==> src/rtl/uart_pkg.sv <==
// ---------------------------------------------------------------------------
// uart_pkg
//   Shared definitions for the configurable UART receiver.
//   - uart_state_e : receiver FSM state encoding (also exported on the
//                    receiver's state debug port)
//   - PAR_*        : parity-mode constants for the PARITY parameter
//   - maj3()       : 2-of-3 majority vote used for mid-bit sampling
// ---------------------------------------------------------------------------
package uart_pkg;

    typedef enum logic [2:0] {
        ST_IDLE    = 3'd0,
        ST_START   = 3'd1,
        ST_DATA    = 3'd2,
        ST_PAR     = 3'd3,
        ST_STOP    = 3'd4,
        ST_WAIT_HI = 3'd5
    } uart_state_e;

    localparam int PAR_NONE = 0;
    localparam int PAR_EVEN = 1;
    localparam int PAR_ODD  = 2;

    function automatic logic maj3(input logic a, input logic b, input logic c);
        return (a & b) | (a & c) | (b & c);
    endfunction

endpackage

==> src/rtl/baud_tick_gen.sv <==
// ---------------------------------------------------------------------------
// baud_tick_gen
//   Free-running oversample tick generator. tick is a registered one-clock
//   pulse issued once every BAUD_DIV clocks.
//
//   Parameters:
//     BAUD_DIV : clk cycles per tick (>= 2)
//   Ports:
//     clk   : rising-edge clock
//     reset : asynchronous active-low reset
//     tick  : one-clock pulse, period BAUD_DIV clocks
// ---------------------------------------------------------------------------
module baud_tick_gen #(
    parameter int BAUD_DIV = 163
) (
    input  logic clk,
    input  logic reset,
    output logic tick
);

    localparam int CW = (BAUD_DIV > 2) ? $clog2(BAUD_DIV) : 1;
    localparam logic [CW-1:0] CNT_LAST = CW'(BAUD_DIV - 1);

    logic [CW-1:0] cnt;

    always_ff @(posedge clk or negedge reset) begin
        if (!reset) begin
            cnt  <= '0;
            tick <= 1'b0;
        end else begin
            if (cnt == CNT_LAST) begin
                cnt <= '0;
            end else begin
                cnt <= cnt + 1'b1;
            end
            tick <= (cnt == CNT_LAST);
        end
    end

endmodule

==> src/rtl/uart_rx_cfg.sv <==
// ---------------------------------------------------------------------------
// uart_rx_cfg
//   Oversampling UART receiver with configurable word length, parity and
//   stop-bit length, a one-entry output buffer and sticky overrun flag.
//
//   Parameters:
//     DBIT     : data bits per frame (5..9)
//     OS       : oversample ticks per bit (even, 8..32)
//     BAUD_DIV : clk cycles per oversample tick (>= 2)
//     PARITY   : 0 none, 1 even, 2 odd
//     SB_TICKS : stop-bit length in ticks (OS, 1.5*OS or 2*OS)
//   Ports:
//     clk        : rising-edge clock
//     reset      : asynchronous active-low reset
//     rx         : asynchronous serial line, idle high
//     dout       : received word, LSB is the first bit on the line
//     dout_valid : dout / parity_err / frame_err hold a word
//     dout_ready : consumer accepts the held word
//     parity_err : parity mismatch for the held word (0 when PARITY=0)
//     frame_err  : stop bit sampled low for the held word
//     overrun    : sticky, a completed frame was dropped (buffer full)
//     busy       : FSM is not in IDLE
//     state      : FSM state, for debug observation
//
//   Handshake: a word is transferred on any rising edge where dout_valid
//   and dout_ready are both high. dout_valid may not drop without that
//   transfer, and dout / parity_err / frame_err do not change while
//   dout_valid is high unless a transfer happens on the same edge.
// ---------------------------------------------------------------------------
module uart_rx_cfg
    import uart_pkg::*;
#(
    parameter int DBIT     = 8,
    parameter int OS       = 16,
    parameter int BAUD_DIV = 163,
    parameter int PARITY   = 0,
    parameter int SB_TICKS = 16
) (
    input  logic            clk,
    input  logic            reset,
    input  logic            rx,
    output logic [DBIT-1:0] dout,
    output logic            dout_valid,
    input  logic            dout_ready,
    output logic            parity_err,
    output logic            frame_err,
    output logic            overrun,
    output logic            busy,
    output uart_state_e     state
);

    // Tick positions inside a bit (ticks numbered 0..OS-1 from bit start).
    localparam logic [5:0] T_MID_LO  = 6'(OS / 2 - 1);
    localparam logic [5:0] T_MID     = 6'(OS / 2);
    localparam logic [5:0] T_MID_HI  = 6'(OS / 2 + 1);
    localparam logic [5:0] T_LAST    = 6'(OS - 1);
    localparam logic [5:0] T_SB_LAST = 6'(SB_TICKS - 1);
    localparam logic [3:0] B_LAST    = 4'(DBIT - 1);

    logic            tick;
    logic            sync1;
    logic            rx_s;
    logic            rx_prev;
    logic [5:0]      tick_cnt;
    logic [3:0]      bit_cnt;
    logic            lead;
    logic [1:0]      smp;
    logic [DBIT-1:0] shreg;
    logic            par_bit;
    logic            stop_bit;
    logic            in_bit;
    logic            vote;
    logic            done;
    logic            hs;
    logic            perr_calc;

    baud_tick_gen #(
        .BAUD_DIV(BAUD_DIV)
    ) u_tick (
        .clk  (clk),
        .reset(reset),
        .tick (tick)
    );

    // Two-flop synchroniser plus one history flop for falling-edge detect.
    // All reset to 1 so that reset release never looks like a start edge.
    always_ff @(posedge clk or negedge reset) begin
        if (!reset) begin
            sync1   <= 1'b1;
            rx_s    <= 1'b1;
            rx_prev <= 1'b1;
        end else begin
            sync1   <= rx;
            rx_s    <= sync1;
            rx_prev <= rx_s;
        end
    end

    // Sampling applies inside data (after the start-bit tail), parity and
    // stop bits. The third majority sample is the live synchronised value.
    assign in_bit = ((state == ST_DATA) && !lead) ||
                    (state == ST_PAR) || (state == ST_STOP);
    assign vote   = maj3(smp[0], smp[1], rx_s);

    assign done = (state == ST_STOP) && tick && (tick_cnt == T_SB_LAST);
    assign hs   = dout_valid && dout_ready;

    assign perr_calc = (PARITY != PAR_NONE) &&
                       ((^shreg ^ par_bit) != (PARITY == PAR_ODD));

    // Receiver FSM. START ends at mid start bit; DATA then begins with the
    // remaining half of the start bit (lead=1) so that every data bit window
    // is aligned to the bit boundary and mid-bit sampling stays centred.
    always_ff @(posedge clk or negedge reset) begin
        if (!reset) begin
            state    <= ST_IDLE;
            busy     <= 1'b0;
            tick_cnt <= '0;
            bit_cnt  <= '0;
            lead     <= 1'b0;
            smp      <= '0;
            shreg    <= '0;
            par_bit  <= 1'b0;
            stop_bit <= 1'b1;
        end else begin
            if (tick && in_bit) begin
                if (tick_cnt == T_MID_LO) begin
                    smp[0] <= rx_s;
                end
                if (tick_cnt == T_MID) begin
                    smp[1] <= rx_s;
                end
            end

            case (state)
                ST_IDLE: begin
                    if (rx_prev && !rx_s) begin
                        state    <= ST_START;
                        busy     <= 1'b1;
                        tick_cnt <= '0;
                    end
                end

                ST_START: begin
                    if (tick) begin
                        if (tick_cnt == T_MID_LO) begin
                            if (rx_s) begin
                                // Line went back high: glitch, not a frame.
                                state    <= ST_IDLE;
                                busy     <= 1'b0;
                                tick_cnt <= '0;
                            end else begin
                                state    <= ST_DATA;
                                tick_cnt <= T_MID;
                                bit_cnt  <= '0;
                                lead     <= 1'b1;
                            end
                        end else begin
                            tick_cnt <= tick_cnt + 6'd1;
                        end
                    end
                end

                ST_DATA: begin
                    if (tick) begin
                        if (!lead && (tick_cnt == T_MID_HI)) begin
                            shreg <= {vote, shreg[DBIT-1:1]};
                        end
                        if (tick_cnt == T_LAST) begin
                            tick_cnt <= '0;
                            if (lead) begin
                                lead <= 1'b0;
                            end else if (bit_cnt == B_LAST) begin
                                bit_cnt <= '0;
                                state   <= (PARITY != PAR_NONE) ? ST_PAR : ST_STOP;
                            end else begin
                                bit_cnt <= bit_cnt + 4'd1;
                            end
                        end else begin
                            tick_cnt <= tick_cnt + 6'd1;
                        end
                    end
                end

                ST_PAR: begin
                    if (tick) begin
                        if (tick_cnt == T_MID_HI) begin
                            par_bit <= vote;
                        end
                        if (tick_cnt == T_LAST) begin
                            tick_cnt <= '0;
                            state    <= ST_STOP;
                        end else begin
                            tick_cnt <= tick_cnt + 6'd1;
                        end
                    end
                end

                ST_STOP: begin
                    if (tick) begin
                        if (tick_cnt == T_MID_HI) begin
                            stop_bit <= vote;
                        end
                        if (tick_cnt == T_SB_LAST) begin
                            tick_cnt <= '0;
                            // A low stop bit (including a break) must see the
                            // line return high before a new start is hunted.
                            if (!stop_bit) begin
                                state <= ST_WAIT_HI;
                            end else begin
                                state <= ST_IDLE;
                                busy  <= 1'b0;
                            end
                        end else begin
                            tick_cnt <= tick_cnt + 6'd1;
                        end
                    end
                end

                ST_WAIT_HI: begin
                    if (rx_s) begin
                        state <= ST_IDLE;
                        busy  <= 1'b0;
                    end
                end

                default: begin
                    state    <= ST_IDLE;
                    busy     <= 1'b0;
                    tick_cnt <= '0;
                end
            endcase
        end
    end

    // One-entry output buffer. A completed frame is loaded when the buffer
    // is empty or is being emptied on the same edge; otherwise it is dropped
    // and overrun latches until the next transfer.
    always_ff @(posedge clk or negedge reset) begin
        if (!reset) begin
            dout       <= '0;
            dout_valid <= 1'b0;
            parity_err <= 1'b0;
            frame_err  <= 1'b0;
            overrun    <= 1'b0;
        end else if (done) begin
            if (!dout_valid || dout_ready) begin
                dout       <= shreg;
                parity_err <= perr_calc;
                frame_err  <= !stop_bit;
                dout_valid <= 1'b1;
                if (hs) begin
                    overrun <= 1'b0;
                end
            end else begin
                overrun <= 1'b1;
            end
        end else if (hs) begin
            dout_valid <= 1'b0;
            overrun    <= 1'b0;
        end
    end

endmodule

==> config.mk <==
export PLATFORM = sky130hd
export DESIGN_NAME = uart_rx_cfg
export DESIGN_NICKNAME = d
export VERILOG_FILES = /design/src/rtl/uart_pkg.sv /design/src/rtl/baud_tick_gen.sv /design/src/rtl/uart_rx_cfg.sv
export SDC_FILE = /design/constraint.sdc
export NUM_CORES = 1
export LEC_CHECK = 0
export ABC_AREA = 1
export CELL_PAD_IN_SITES_DETAIL_PLACEMENT = 2
export CELL_PAD_IN_SITES_GLOBAL_PLACEMENT = 2
export CORE_AREA = 2 2 83 85
export DETAILED_ROUTE_END_ITERATION = 8
export DIE_AREA = 0 0 85 87
export DONT_BUFFER_PORTS = 1
export PLACE_DENSITY = 0.81
export SLEW_MARGIN = 20
export SYNTH_ARGS = -nofsm -noshare
export SYNTH_HDL_FRONTEND = slang
export SYNTH_SLANG_ARGS = --single-unit
==> constraint.sdc <==
create_clock -name clk -period 2.63 [get_ports clk]
set_input_delay 0.3945 -clock clk [delete_from_list [all_inputs] [get_ports clk]]
set_output_delay 0.3945 -clock clk [all_outputs]
set_load 0.005 [all_outputs]
==> summary.txt, run 1 <==
Timing
  • Tightest Pin Transition: 657.4 ps
  • Pins Over Slew Limit: 0
  • Slew headroom: 55.77%
  • RSZ-0062 raised after global routing: no
  • Setup_tns: 0 ps
  • Tmin final: 1871 ps
  • Final Hold Viols: 0
  • Share of the clock period used by the worst path: 71.14%
  • Fmax: 534.5 MHz
  • Final setup fails: 0
  • Clk_skew: 6.846 ps

Layout
  • Fillers: 736
  • Final Instance Count excl. Fillers: 395
  • Layout cells sized above 1: 20.95%
  • Antenna diodes: 0
  • Synthesis-to-layout area growth: 7.400%
  • Final Util: 43.12%
  • Nets@finish: 324

Drt
  • DR vias/cell: 5.225
  • DRT iter0 DRCs: 44
  • Final antenna-violating net count: 0
  • First-pass DRT Iterations: 4
  • WL/cell: 16.98 um
  • Via Count: 2064
  • # DRC: 0
  • Final WL: 6.707 mm

Die
  • # rows: 30
  • Placeable Area: 6569 sq um
  • Starting Density: 40.15%
  • Die H: 87 um
  • IO Pins: 20
  • Width of the die: 85 um
  • Die area: 7395 sq um

Synth
  • Seq cells post-synth: 49
  • Post-synth EDFFs: 0
  • Synth top area share: 42.69%
  • Post-synthesis cell count: 308
  • Largest area contributor in the netlist: dfrtp_1
  • Leading register cell type out of synthesis: dfrtp_1
  • Syn_nets: 318
  • Synthesized cell area: 2638 sq um
  • Synth top area cells: dfrtp_1, nand2_1, o21ai_2, inv_1, dfstp_2
  • Unique masters post-synth: 34
  • Async set-reset flop share out of synthesis: 100.0%
  • Yosys warns: 0
  • Synthesized area per cell: 8.563 sq um
  • Sequential share of the synthesized area: 46.68%

Global routing
  • Vias in the first global route: 2380
  • Largest net degree at the start of global routing: 50
  • Global-route wire length before repair: 11.78 mm
  • GRT Total Usage: 20.23%
  • GR Overflow Total: 0
  • Initial antenna violation count: 0

Clock network
  • CTS Buf Count: 5
  • Clk buf depth: 2
  • CTS tree: built
  • Root buffer cell: clkbuf_8
  • H-tree Lvls: 2
  • Setup Fix Bufs, Post-CTS: 0
  • Clock sink count: 49
  • Reg clk slew, reported paths: 90 ps
  • Skew-Pair Late Insertion Delay: 310 ps

Worst hold path
  • Worst Hold Class: input port to register
  • Hold_sp: rx
  • Hold Crit Depth: 0
  • Hold Path Sink: sync1

Critical path
  • CP max stage cell: dfrtp_1
  • CP Cell Sequence: ha_1, nand2_1, nor2_4, nand2_4, inv_2, nand4_4, nand2_1, o21ai_2
  • Crit-path max cell delay: 440 ps
  • Worst R2R Path Depth: 8
  • CP Class: register to register
  • Worst R2R End: dout[7]
  • RR Startpoint: tick_cnt[0]
  • Crit path DAT: 2070 ps
  • Worst Path Max Fanout: 18
  • Worst reg-to-reg setup slack: 760 ps
  • Worst EP required: 2830 ps
  • Crit path top cell by count: nand2_1
  • CP endpoint kind: register
  • Type of origin of the critical path: register

Run
  • Max_cap viols: 0

Status
  • Status: finished clean

Power
  • Power Density: 750.0 nW/um^2
  • Peak supply drop: 0.0003491 V
  • P_leak: 0.001313 uW
  • Power, Total: 2124 uW

Placement
  • Port-buffer cells: 0
  • Placed Cells: 385
  • HPWL after detailed placement: 4.845 mm
  • GPL Wtd Cong: 0.8011
cell type report:
type / instances / area (sq um) / area share (%)
tap: 80 / 100.1 / 3.534
clock inverter: 2 / 15.01 / 0.5300
multi-input combinational: 217 / 1226 / 43.29
clock buffer: 6 / 72.57 / 2.562
timing repair buffer: 3 / 45.04 / 1.590
sequential: 49 / 1231 / 43.46
inverter: 38 / 142.6 / 5.035
sequential cells by signal (all words and copies together) (netlist names), 2 cells and up:
name and count:
smp 2, bit_cnt 4, shreg 8, u_tick.cnt 8, tick_cnt 6, state 3, dout 8
cells in the final DEF (no fill, tap or decap), types with 2 or more instances in the layout:
cell type	netlist	layout
nand2_2	9	9
o21ai_0	11	11
a21oi_1	2	2
o21ai_1	8	8
nand3_1	21	21
nand4_1	3	3
clkinvlp_4	0	2
nand2_4	3	3
dfstp_2	4	4
inv_1	29	29
o21ai_2	20	20
nor2_1	26	26
dfrtp_1	45	45
nand2_1	79	79
inv_2	9	9
nor2_2	4	4
ha_1	6	6
clkbuf_8	0	5
xnor2_1	2	2
nor3b_1	3	3
xor2_1	4	4
nor2_4	4	4
logic make-up (layout without fill, tap and decap cells):
family	count (synthesis)	count (layout)	share of synthesized area, %
simple gates	159	159	29.36
flops	49	49	46.68
compound gates	45	45	12.14
buf+inv	42	49	6.831
fa+ha+maj	6	6	2.846
xor+xnor	6	6	1.992
other cells	1	1	0.1422
where the power goes:
part / leakage, uW / internal (uW) / switching (uW)
clock network: 0.0000374 / 188 / 274
logic: 0.000628 / 236 / 526
registers: 0.000648 / 810 / 90.1
total: 0.00131 / 1230 / 890
metal layers:
layer	track usage, %	routed length [um]
met5	0	0
met4	7.648	155
met3	3.033	135
met2	37.14	3562
met1	23.79	2853
worst max-delay path, delay by kind of cell, from the launching register on:
kind | cells | cell delay, ps
adders and majority gates | 1 | 210
DFF | 1 | 440
AOI/OAI and AO/OA | 1 | 70
and+or+nand+nor | 5 | 920
buffers and inverters | 1 | 100
how the worst max path moves through the flow:
| stage | depth (start not counted) | to | from | slack (ps) |
|---|---|---|---|---|
| finish | 8 | dout[7] | tick_cnt[0] | 760 |
| global route | 8 | dout[6] | tick_cnt[0] | 600 |
| CTS | 8 | dout[7] | tick_cnt[0] | 750 |
| detailed placement | 8 | dout[7] | tick_cnt[0] | 780 |
| global placement | 8 | dout[0] | tick_cnt[0] | 870 |
| floorplan | 10 | bit_cnt[3] | tick_cnt[0] | 1110 |
what timing repair did:
action                                 4_1_cts  5_1_grt
gates resized for setup                      0        0
endpoints found under the hold margin       49        0
hold buffers                                 2        0
cells in the mapped netlist, types with 2 or more instances:
master and instances:
a21oi_1 2, buf_4 2, buf_6 2, dfrtp_1 45, dfstp_2 4, ha_1 6, inv_1 29, inv_2 9
nand2_1 79, nand2_2 9, nand2_4 3, nand3_1 21, nand4_1 3, nor2_1 26, nor2_2 4, nor2_4 4
nor3b_1 3, o21ai_0 11, o21ai_1 8, o21ai_2 20, xnor2_1 2, xor2_1 4
per-stage QoR:
stage | worst slack, ps | hold WS [ps] | area, sq um
2_1_floorplan | 1112 | 98.91 | 2638
3_3_place_gp | 869.3 | 100.7 | 2708
3_5_place_dp | 780.6 | 100.9 | 2708
4_1_cts | 746.6 | 59.15 | 2833
5_1_grt | 602.5 | 52.07 | 2833
6_report | 759.0 | 69.94 | 2833
No activity file was read; power rests on OpenSTA's default activity.
==> inputs of run 2 (changes only) <==
--- a/config.mk
+++ b/config.mk
@@ -8,11 +8,11 @@
 export ABC_AREA = 1
 export CELL_PAD_IN_SITES_DETAIL_PLACEMENT = 2
 export CELL_PAD_IN_SITES_GLOBAL_PLACEMENT = 2
-export CORE_AREA = 2 2 83 85
+export CORE_AREA = 2 2 90 92
 export DETAILED_ROUTE_END_ITERATION = 8
-export DIE_AREA = 0 0 85 87
+export DIE_AREA = 0 0 92 94
 export DONT_BUFFER_PORTS = 1
-export PLACE_DENSITY = 0.81
+export PLACE_DENSITY = 0.73
 export SLEW_MARGIN = 20
 export SYNTH_ARGS = -nofsm -noshare
 export SYNTH_HDL_FRONTEND = slang
==> constraint.sdc (replaced) <==
create_clock -name clk -period 1.7 [get_ports clk]
set_input_delay 0.255 -clock clk [delete_from_list [all_inputs] [get_ports clk]]
set_output_delay 0.255 -clock clk [all_outputs]
set_load 0.005 [all_outputs]
==> run 2 against run 1 <==
Register-to-register slack lost 660 ps; power grew 66%; setup slack lost 660 ps; sequential share of layout area shrank 3.1 points; largest power group unchanged; cell count grew 9.4%; sequential cell count is the same; global-route usage shrank 3.6 points; non-clock buffer count grew 15; critical path type unchanged; fmax grew 17%.
==> summary.txt, run 2 (synthesized netlist as in run 1, its figures left out) <==
Status
  • Status: finished clean

Critical path
  • Sum of buffers and inverters on the critical path: 1 (unchanged)
  • Worst Path Max Fanout: 5 (-13)
  • Crit path top cell by count: nand2_1
  • Type of origin of the critical path: register
  • Worst EP required: 1900 ps (-930 ps)
  • Cell family with the largest share of critical-path delay: simple AND/OR/NAND/NOR gates
  • CP Cell Sequence: nor2_1, nand3_1, nand2_2, nand2_1, inv_2, nand3_2, nand2_1, nand2_1
  • CP Class: register to register
  • Crit-path max cell delay: 440 ps (about the same)
  • Crit path DAT: 1800 ps (-270 ps)
  • CP endpoint kind: register
  • CP max stage cell: dfrtp_1

Power
  • Combinational fraction of design power: 37.4% (+1.5 points)
  • Peak supply drop: 0.0003544 V (+1.5%)
  • Internal power: 2163 uW (+75%)
  • P_leak: 0.001418 uW (+8.0%)
  • Switching part of the total: 38.79% (-3.1 points)
  • Clock group share of total power: 24.1% (+2.4 points)
  • Sequential share of power: 38.4% (-4.0 points)
  • Psw: 1370 uW (+54%)
  • Power Density: 1155 nW/um^2 (+54%)

Timing
  • Final Hold Viols: 0 (unchanged)
  • Clk_skew: 9.369 ps (+2.523 ps)
  • RSZ-0062 raised after global routing: no
  • Final setup fails: 0 (unchanged)
  • Share of the clock period used by the worst path: 94.06% (+23 points)
  • Tmin final: 1599 ps (-272.0 ps)
  • Setup WS post-layout: 101.0 ps (-658.0 ps)
  • Fmax: 625.4 MHz (+17%)
  • WHS: 150.0 ps (+80.05 ps)
  • Pins Over Slew Limit: 0 (unchanged)
  • Setup_tns: 0 ps (unchanged)

Layout
  • Nets@finish: 339 (+4.6%)
  • Most common cell after layout, fill and taps aside: nand2_1
  • Post-route cell area: 3059 sq um (+8.0%)
  • Layout cells sized above 1: 27.27% (+6.3 points)
  • Most frequent cells in the layout: nand2_1, dfrtp_1, inv_1
  • Antenna diodes: 0 (unchanged)
  • Synthesis-to-layout area growth: 15.99%
  • Final Instance Count excl. Fillers: 432 (+9.4%)
  • Largest registers: dout (8), shreg (8), u_tick.cnt (8)

Global routing
  • GRT Total Usage: 16.68% (-3.6 points)
  • Initial antenna violation count: 0 (unchanged)
  • GR Overflow Total: 0 (unchanged)
  • Largest net degree at the start of global routing: 50 (unchanged)
  • Vias in the first global route: 2285 (-4.0%)
  • Global-route wire length before repair: 11.33 mm (-3.8%)

Drt
  • # DRC: 0 (unchanged)
  • DR vias/cell: 4.801 (-8.1%)
  • Final antenna-violating net count: 0 (unchanged)
  • First-pass DRT Iterations: 4 (unchanged)
  • Via Count: 2074 (+0.48%)
  • WL/cell: 15.00 um (-12%)
  • Final WL: 6.482 mm (-3.4%)
  • DRT iter0 DRCs: 50 (+14%)

Placement
  • Port-buffer cells: 0 (unchanged)
  • GPL Wtd Cong: 0.7874 (-1.7%)
  • Placed Cells: 419 (+8.8%)
  • Dpl ws: -53.20 ps (-833.8 ps)
  • Placed cell area: 2850 sq um (+5.3%)
  • HPWL after detailed placement: 4.910 mm (+1.3%)

Clock network
  • Reg clk slew, reported paths: 100 ps (about the same)
  • Clock sink count: 49 (unchanged)
  • H-tree Lvls: 2 (unchanged)
  • Root buffer cell: clkbuf_8
  • Skew-Pair Late Insertion Delay: 300 ps (about the same)
  • CTS tree: built
  • Clk buf depth: 2 (unchanged)
  • CTS Buf Count: 5 (unchanged)

Die
  • # rows: 32 (+6.7%)
  • Die area: 8648 sq um (+17%)
  • Starting Density: 34.67% (-5.5 points)
  • IO Pins: 20 (unchanged)
  • Width of the die: 92 um (+8.2%)
  • Die H: 94 um (+8.0%)
  • Placeable Area: 7607 sq um (+16%)

Worst hold path
  • Worst Hold Class: input port to register

Run
  • Max_cap viols: 0 (unchanged)
## run 2: layout make-up
class / count / area (sq um)
inverter: 38 / 142.6
clock inverter: 2 / 38.79
sequential: 49 / 1234
timing repair buffer: 18 / 185.2
clock buffer: 6 / 72.57
multi-input combinational: 217 / 1259
fill: 876 / 4548
tap: 102 / 127.6
## run 2: metrics by stage
step,total power [uW],util [%]
final,3533,40.21
after global routing,3819,40.21
after CTS,3581,39.82
after detailed placement,2645,37.47
after global placement,2590,37.47
after floorplan,2252,-
## run 2: path summary, 6_finish.rpt
kind | start | end | slack [ps] | depth (start not counted)
max in group asynchronous | reset | rx_s | 960 | 2
min in group asynchronous | reset | lead | 450 | 2
hold / removal | dout_ready | overrun | 150 | 3
hold reg to reg | sync1 | rx_s | 360 | 0
setup reg to reg | tick_cnt[4] | state[0] | 100 | 8
setup / recovery | tick_cnt[4] | state[0] | 100 | 8
## run 2: tightest hold or removal path: stages
cell and delay (ps):
nand2_1 40, nand2_1 40, o21ai_0 70
## run 2: power groups by stage
stage / logic, uW / clock network [uW] / registers (uW)
2_1_floorplan: 871 / 0 / 1380
4_1_cts: 1330 / 889 / 1360
6_report: 1320 / 853 / 1360
3_3_place_gp: 1220 / 0 / 1370
3_5_place_dp: 1270 / 0 / 1380
5_1_grt: 1510 / 932 / 1370
## run 2: repair_timing
item	4_1_cts	5_1_grt
resized for setup	2	9
hold buffers	3	0
pin swaps	1	2
endpoints found under the setup margin	4	15
setup buffers	2	0
hold endpoints to repair	50	0
## run 2: layer usage
layer / vias up / share of wire [%] / global-route usage [%]
met1: 1038 / 44 / 21.21
met3: 5 / 1.4 / 2.408
li1: 1019 / - / -
met5: - / 0 / 0
met2: 12 / 53 / 29.53
met4: 0 / 1.2 / 4.851
